### config.mk
export PLATFORM = sky130hd
export DESIGN_NAME = mem_access_stage
export DESIGN_NICKNAME = d
export VERILOG_FILES = /design/src/rtl/mips_pkg.sv /design/src/rtl/mem_req_fsm.sv /design/src/rtl/mem_access_stage.sv
export SDC_FILE = /design/constraint.sdc
export NUM_CORES = 1
export LEC_CHECK = 0
export BUFFER_PORTS_ARGS = -buffer_cell sky130_fd_sc_hd__buf_2
export CAP_MARGIN = 20
export CORE_MARGIN = 5
export CORE_UTILIZATION = 46
export DETAILED_ROUTE_END_ITERATION = 8
export GPL_TIMING_DRIVEN = 0
export PLACE_DENSITY = 0.76
export SLEW_MARGIN = 0
export SYNTH_ARGS = -nofsm -noshare
export SYNTH_HDL_FRONTEND = slang
export SYNTH_SLANG_ARGS = --single-unit
### constraint.sdc
create_clock -name clk -period 1.8 [get_ports clk]
set_input_delay 0.27 -clock clk [delete_from_list [all_inputs] [get_ports clk]]
set_output_delay 0.27 -clock clk [all_outputs]
set_load 0.005 [all_outputs]
### src/rtl/mips_pkg.sv
// Shared types and defaults for the EX/MEM stage and its data-memory request FSM.
package mips_pkg;

   localparam int DEF_DATA_W = 32;
   localparam int DEF_REG_AW = 5;

   typedef enum logic [1:0] {
      IDLE = 2'd0,
      REQ  = 2'd1,
      WAIT = 2'd2
   } mem_state_t;

   typedef struct packed {
      logic RegWrite;
      logic MemtoReg;
      logic MemWrite;
      logic Valid;
   } mem_ctrl_t;

endpackage

### src/rtl/mem_req_fsm.sv
// Data-memory request sequencer: drives dreq_valid and StallM, and pulses
// load_done_o in the cycle a load response is taken.
module mem_req_fsm
   import mips_pkg::*;
(
   input  logic clk,
   input  logic rst_n,
   input  logic mem_op_i,
   input  logic store_i,
   input  logic dreq_ready_i,
   input  logic dresp_valid_i,
   output logic dreq_valid_o,
   output logic stall_o,
   output logic load_done_o
);

   mem_state_t state_q, state_d;
   logic       retire_q, retire_d;

   always_ff @(posedge clk or negedge rst_n) begin
      if (!rst_n) begin
         state_q  <= IDLE;
         retire_q <= 1'b0;
      end else begin
         state_q  <= state_d;
         retire_q <= retire_d;
      end
   end

   // retire_q marks the cycle after a store accepted from REQ: the store is
   // still in M but must not be issued a second time.
   always_comb begin
      state_d      = state_q;
      retire_d     = 1'b0;
      dreq_valid_o = 1'b0;
      stall_o      = 1'b0;
      load_done_o  = 1'b0;
      case (state_q)
         IDLE: begin
            if (mem_op_i && !retire_q) begin
               dreq_valid_o = 1'b1;
               if (!dreq_ready_i) begin
                  state_d = REQ;
                  stall_o = 1'b1;
               end else if (!store_i) begin
                  state_d = WAIT;
                  stall_o = 1'b1;
               end
            end
         end
         REQ: begin
            dreq_valid_o = 1'b1;
            stall_o      = 1'b1;
            if (dreq_ready_i) begin
               if (store_i) begin
                  state_d  = IDLE;
                  retire_d = 1'b1;
               end else begin
                  state_d  = WAIT;
               end
            end
         end
         WAIT: begin
            if (dresp_valid_i) begin
               load_done_o = 1'b1;
               state_d     = IDLE;
            end else begin
               stall_o = 1'b1;
            end
         end
         default: state_d = IDLE;
      endcase
   end

endmodule

### src/rtl/mem_access_stage.sv
// EX/MEM and MEM/WB pipeline registers around the data-memory port.
// Optional macro MEM_ALIGN_CHECK_EN adds AddrErrM and suppresses misaligned accesses.
module mem_access_stage
   import mips_pkg::*;
#(
   parameter int DATA_W = DEF_DATA_W,
   parameter int REG_AW = DEF_REG_AW
) (
   input  logic              clk,
   input  logic              resetn,
   input  logic              RegWriteE,
   input  logic              MemtoRegE,
   input  logic              MemWriteE,
   input  logic              ValidE,
   input  logic [DATA_W-1:0] ALUOutE,
   input  logic [DATA_W-1:0] WriteDataE,
   input  logic [REG_AW-1:0] WriteRegE,
   output logic              StallM,
   output logic [DATA_W-1:0] ALUOutM,
   output logic [REG_AW-1:0] WriteRegM,
   output logic              RegWriteM,
   output logic              dreq_valid,
   input  logic              dreq_ready,
   output logic              dreq_we,
   output logic [DATA_W-1:0] dreq_addr,
   output logic [DATA_W-1:0] dreq_wdata,
   input  logic              dresp_valid,
   input  logic [DATA_W-1:0] dresp_rdata,
   output logic              RegWriteW,
   output logic              MemtoRegW,
   output logic [DATA_W-1:0] ALUOutW,
   output logic [DATA_W-1:0] ReadDataW,
   output logic [REG_AW-1:0] WriteRegW
`ifdef MEM_ALIGN_CHECK_EN
   ,
   output logic              AddrErrM
`endif
);

   mem_ctrl_t         ctrl_e, ctrl_m_q;
   logic [DATA_W-1:0] alu_m_q, wdata_m_q;
   logic [REG_AW-1:0] wreg_m_q;
   logic              mem_op, misalign, addr_err, load_done;

   assign ctrl_e = '{RegWrite: RegWriteE, MemtoReg: MemtoRegE,
                     MemWrite: MemWriteE, Valid: ValidE};

   // EX/MEM register
   always_ff @(posedge clk or negedge resetn) begin
      if (!resetn) begin
         ctrl_m_q  <= '0;
         alu_m_q   <= '0;
         wdata_m_q <= '0;
         wreg_m_q  <= '0;
      end else if (!StallM) begin
         ctrl_m_q  <= ctrl_e;
         alu_m_q   <= ALUOutE;
         wdata_m_q <= WriteDataE;
         wreg_m_q  <= WriteRegE;
      end
   end

   assign mem_op = ctrl_m_q.Valid & (ctrl_m_q.MemtoReg | ctrl_m_q.MemWrite);

`ifdef MEM_ALIGN_CHECK_EN
   assign misalign = |alu_m_q[1:0];
   assign AddrErrM = addr_err;
`else
   assign misalign = 1'b0;
`endif
   assign addr_err = mem_op & misalign;

   assign ALUOutM    = alu_m_q;
   assign WriteRegM  = wreg_m_q;
   assign RegWriteM  = ctrl_m_q.Valid & ctrl_m_q.RegWrite;
   assign dreq_addr  = alu_m_q;
   assign dreq_wdata = wdata_m_q;
   assign dreq_we    = ctrl_m_q.MemWrite;

   mem_req_fsm u_fsm (
      .clk          (clk),
      .rst_n        (resetn),
      .mem_op_i     (mem_op & ~addr_err),
      .store_i      (ctrl_m_q.MemWrite),
      .dreq_ready_i (dreq_ready),
      .dresp_valid_i(dresp_valid),
      .dreq_valid_o (dreq_valid),
      .stall_o      (StallM),
      .load_done_o  (load_done)
   );

   // MEM/WB register: a stalled cycle emits a bubble, data fields hold
   always_ff @(posedge clk or negedge resetn) begin
      if (!resetn) begin
         RegWriteW <= 1'b0;
         MemtoRegW <= 1'b0;
         ALUOutW   <= '0;
         ReadDataW <= '0;
         WriteRegW <= '0;
      end else begin
         if (StallM) begin
            RegWriteW <= 1'b0;
            MemtoRegW <= 1'b0;
         end else begin
            RegWriteW <= ctrl_m_q.Valid & ctrl_m_q.RegWrite & ~ctrl_m_q.MemWrite & ~addr_err;
            MemtoRegW <= ctrl_m_q.Valid & ctrl_m_q.MemtoReg & ~addr_err;
            ALUOutW   <= alu_m_q;
            WriteRegW <= wreg_m_q;
         end
         if (load_done) ReadDataW <= dresp_rdata;
      end
   end

endmodule

==> results by group <==
Synthesis
  • XOR/XNOR Fraction of Synth Area: 0%
  • Syn Area/Cell: 10.7 µm²
  • Post-synth top area cell: dfrtp_1
  • Post-synthesis compound-gate area fraction: 24.1%
  • Main synth FF type: dfrtp_1
  • Post-synth design cell area: 7940 µm²
  • Cell with the most instances after synthesis: o22ai_1
  • Post-synth EDFFs: 0
  • Largest family of logic cells by synthesized area: compound AO/OA/AOI/OAI gates
  • Simple-gate share of the synthesized area: 1.65%
  • Unique masters post-synth: 27
  • Yosys reg bits: 147
  • Post-Syn Instances: 743
  • Adder-cell share of the synthesized area: 0%
  • Register area share after synthesis: 46.3%
  • Synth top area cells: dfrtp_1 46%, mux2_2 19%, o22ai_1 16%
  • Synth top cells by count: 202 x o22ai_1, 147 x dfrtp_1, 133 x mux2_2
  • Post-synth ARST share: 100%
  • Mapped Nets: 852
  • Mux share of post-synthesis cell area: 19.9%
  • Warning count from the yosys run: 0
  • Synth top area share: 46.3%

Worst setup path
  • Critical path arrival: 2.30 ns
  • Largest fanout on the critical path: 6
  • Crit path kind: reg -> reg
  • CP endpoint kind: flop
  • Critical Path RT: 2.06 ns
  • Worst reg2reg path depth: 7
  • CP startpoint kind: flop

Global routing
  • Initial antenna violation count: 0
  • First-pass GRT wire length: 41300 µm
  • Largest net degree at the start of global routing: 77
  • Total track usage: 25.5%
  • Overflow after GRT: 0
  • Vias in the first global route: 7943

Floorplanning
  • Die width: 141 µm
  • Die height: 141 µm
  • Core box area: 17100 µm²
  • Initial Utilization: 46.4%
  • Num rows: 48
  • # IOs: 285
  • Full die area: 20000 µm²

CTS
  • H-tree depth: 4
  • CTS Root Cell: clkbuf_16
  • Clock sink count: 147
  • Clock buffer depth: 2
  • Worst-Skew Late Latency: 0.42 ns
  • CTS tree: built
  • Clk pin slew, worst setup/hold paths: 0.06 ns
  • CTS buffer count: 17

STA
  • RSZ-0062 raised after global routing: yes
  • Final Hold Vio Count: 0
  • Count of pins over their slew limit: 0
  • Worst Tran Pin Value: 0.699 ns
  • Setup Viol. Count Final: 99
  • Setup Skew: 0.00916 ns
  • F_max: 0.489 GHz
  • Relative slew slack: 53.4%
  • Crit share post-route: 114%
  • Worst hold slack: 0.0560 ns
  • Slack of the critical path: -0.245 ns
  • Tmin final: 2.04 ns

Route
  • Vias per cell: 5.91
  • Vias post-DR: 7661
  • Drt pass-1 iters: 5
  • Initial DRC count: 476
  • Post-DRT Antenna Nets: 0
  • # DRC: 0
  • Final wirelength: 26100 µm
  • Avg WL per Cell: 20.2 µm

Pwr
  • Power Dens Cells: 2350 nW/µm²
  • Pwr Total: 25.8 mW
  • Total leakage power: 4.77 nW
  • Worst VDD drop: 911 µV

Run
  • Max cap viols: 0

Run status
  • Violated checks: setup timing
  • Status: finished with violations

Place
  • Post-detail-place hpwl: 17600 µm
  • Number of port buffers: 284
  • Final RePlAce weighted congestion: 0.780

Worst hold path
  • Worst Hold Class: in -> reg
  • Hold Path Stages: 2

Final layout
  • NumNets Final: 1168
  • # diodes: 0
  • Share of layout cells above drive strength 1: 55.6%
  • Area grow syn2layout: 38.1%
## critical path: stages (launching register included)
cell       delay (ns)
dfrtp_1          0.36
nand2b_4         0.14
or4_4            0.53
buf_4            0.20
bufbuf_16        0.29
buf_8            0.13
o22ai_2          0.16
a21oi_1          0.08
## layout make-up
| cell class | count | area, µm² |
|---|---|---|
| multi-input cells | 484 | 3880 |
| repair buffers | 299 | 1720 |
| well taps | 225 | 282 |
| fillers | 1396 | 6160 |
| clock inverters | 15 | 165 |
| clock buffers | 17 | 425 |
| flip-flops and latches | 147 | 3680 |
| plain buffers | 106 | 790 |
| inverters | 4 | 17.5 |
## stage by stage
step	setup TNS (ns)	setup WS [ns]	utilization, %	std cells	area, µm²
after floorplan	0	0.0449	-	743	7940
after global placement	-316.18	-1.81	56.3	1252	9640
after CTS	-20.64	-0.359	63.7	1296	10900
after global routing	-18.23	-0.293	64.0	1297	11000
final	-11.16	-0.245	64.0	1297	11000
after detailed placement	-52.76	-0.566	56.5	1253	9680
## layout by cell type (no fill, tap or decap), drive strengths merged
cell         count
buf            360
o22ai          202
dfrtp          147
mux2           133
a21oi          101
clkbuf          56
inv             12
nand2            9
mux2i            8
o221a            7
clkinv           6
bufbuf           5
o21ai            4
nand2b           4
and2             3
and3             3
nor2             2
nand3            2
or4              1
nor3b            1
o41ai            1
o211ai           1
a32o             1
o221ai           1
bufinv           1
dlygate4sd3      1
## logic make-up after synthesis
group | count (synthesis)
AO/OA/AOI/OAI | 318
buffers and inverters | 112
flip-flops | 147
multiplexers | 141
AND/OR/NAND/NOR | 25
## report_power, final
| part | total [mW] | internal [mW] | switching [mW] |
|---|---|---|---|
| clock network | 3.56 | 1.97 | 1.59 |
| logic | 15.2 | 8.18 | 7.07 |
| registers | 6.98 | 5.08 | 1.90 |
## layer usage
| metal | vias up | part of all wire, % | GRT usage, % |
|---|---|---|---|
| met1 | 3812 | 41 | 32.6 |
| met4 | 0 | 1.5 | 7.78 |
| met5 | - | 0 | 0 |
| met3 | 34 | 6.9 | 5.46 |
| li1 | 3511 | - | - |
| met2 | 304 | 51 | 43.6 |
## sequential cells by signal (all words and copies together), names as in the netlist, 2 cells and up
register	count
ALUOutM	32
ALUOutW	32
dreq_wdata	32
ctrl_m_q	3
WriteRegM	5
u_fsm.state_q	2
ReadDataW	32
WriteRegW	5
## worst paths after layout
| kind | slack [ns] | endpoint | start |
|---|---|---|---|
| worst max-delay path | -0.24 | ALUOutW[19] | u_fsm.retire_q |
| worst min-delay path | 0.06 | u_fsm.state_q[0] | dreq_ready |
| worst max register to register | -0.24 | ALUOutW[19] | u_fsm.retire_q |
| worst min register to register | 0.50 | ReadDataW[31] | ReadDataW[31] |
| max in group asynchronous | 0.53 | ReadDataW[5] | resetn |
| min in group asynchronous | 0.44 | ALUOutW[27] | resetn |
## repair_timing
action                                 in CTS  in global routing
pin swaps                                   1                  4
hold buffers                                1                  0
setup endpoints to repair                 146                111
endpoints found under the hold margin      71                  0
cloned                                      6                  1
buffers inserted                            4                  2
resized for setup                          98                 22
No activity file was read; power rests on OpenSTA's default activity.
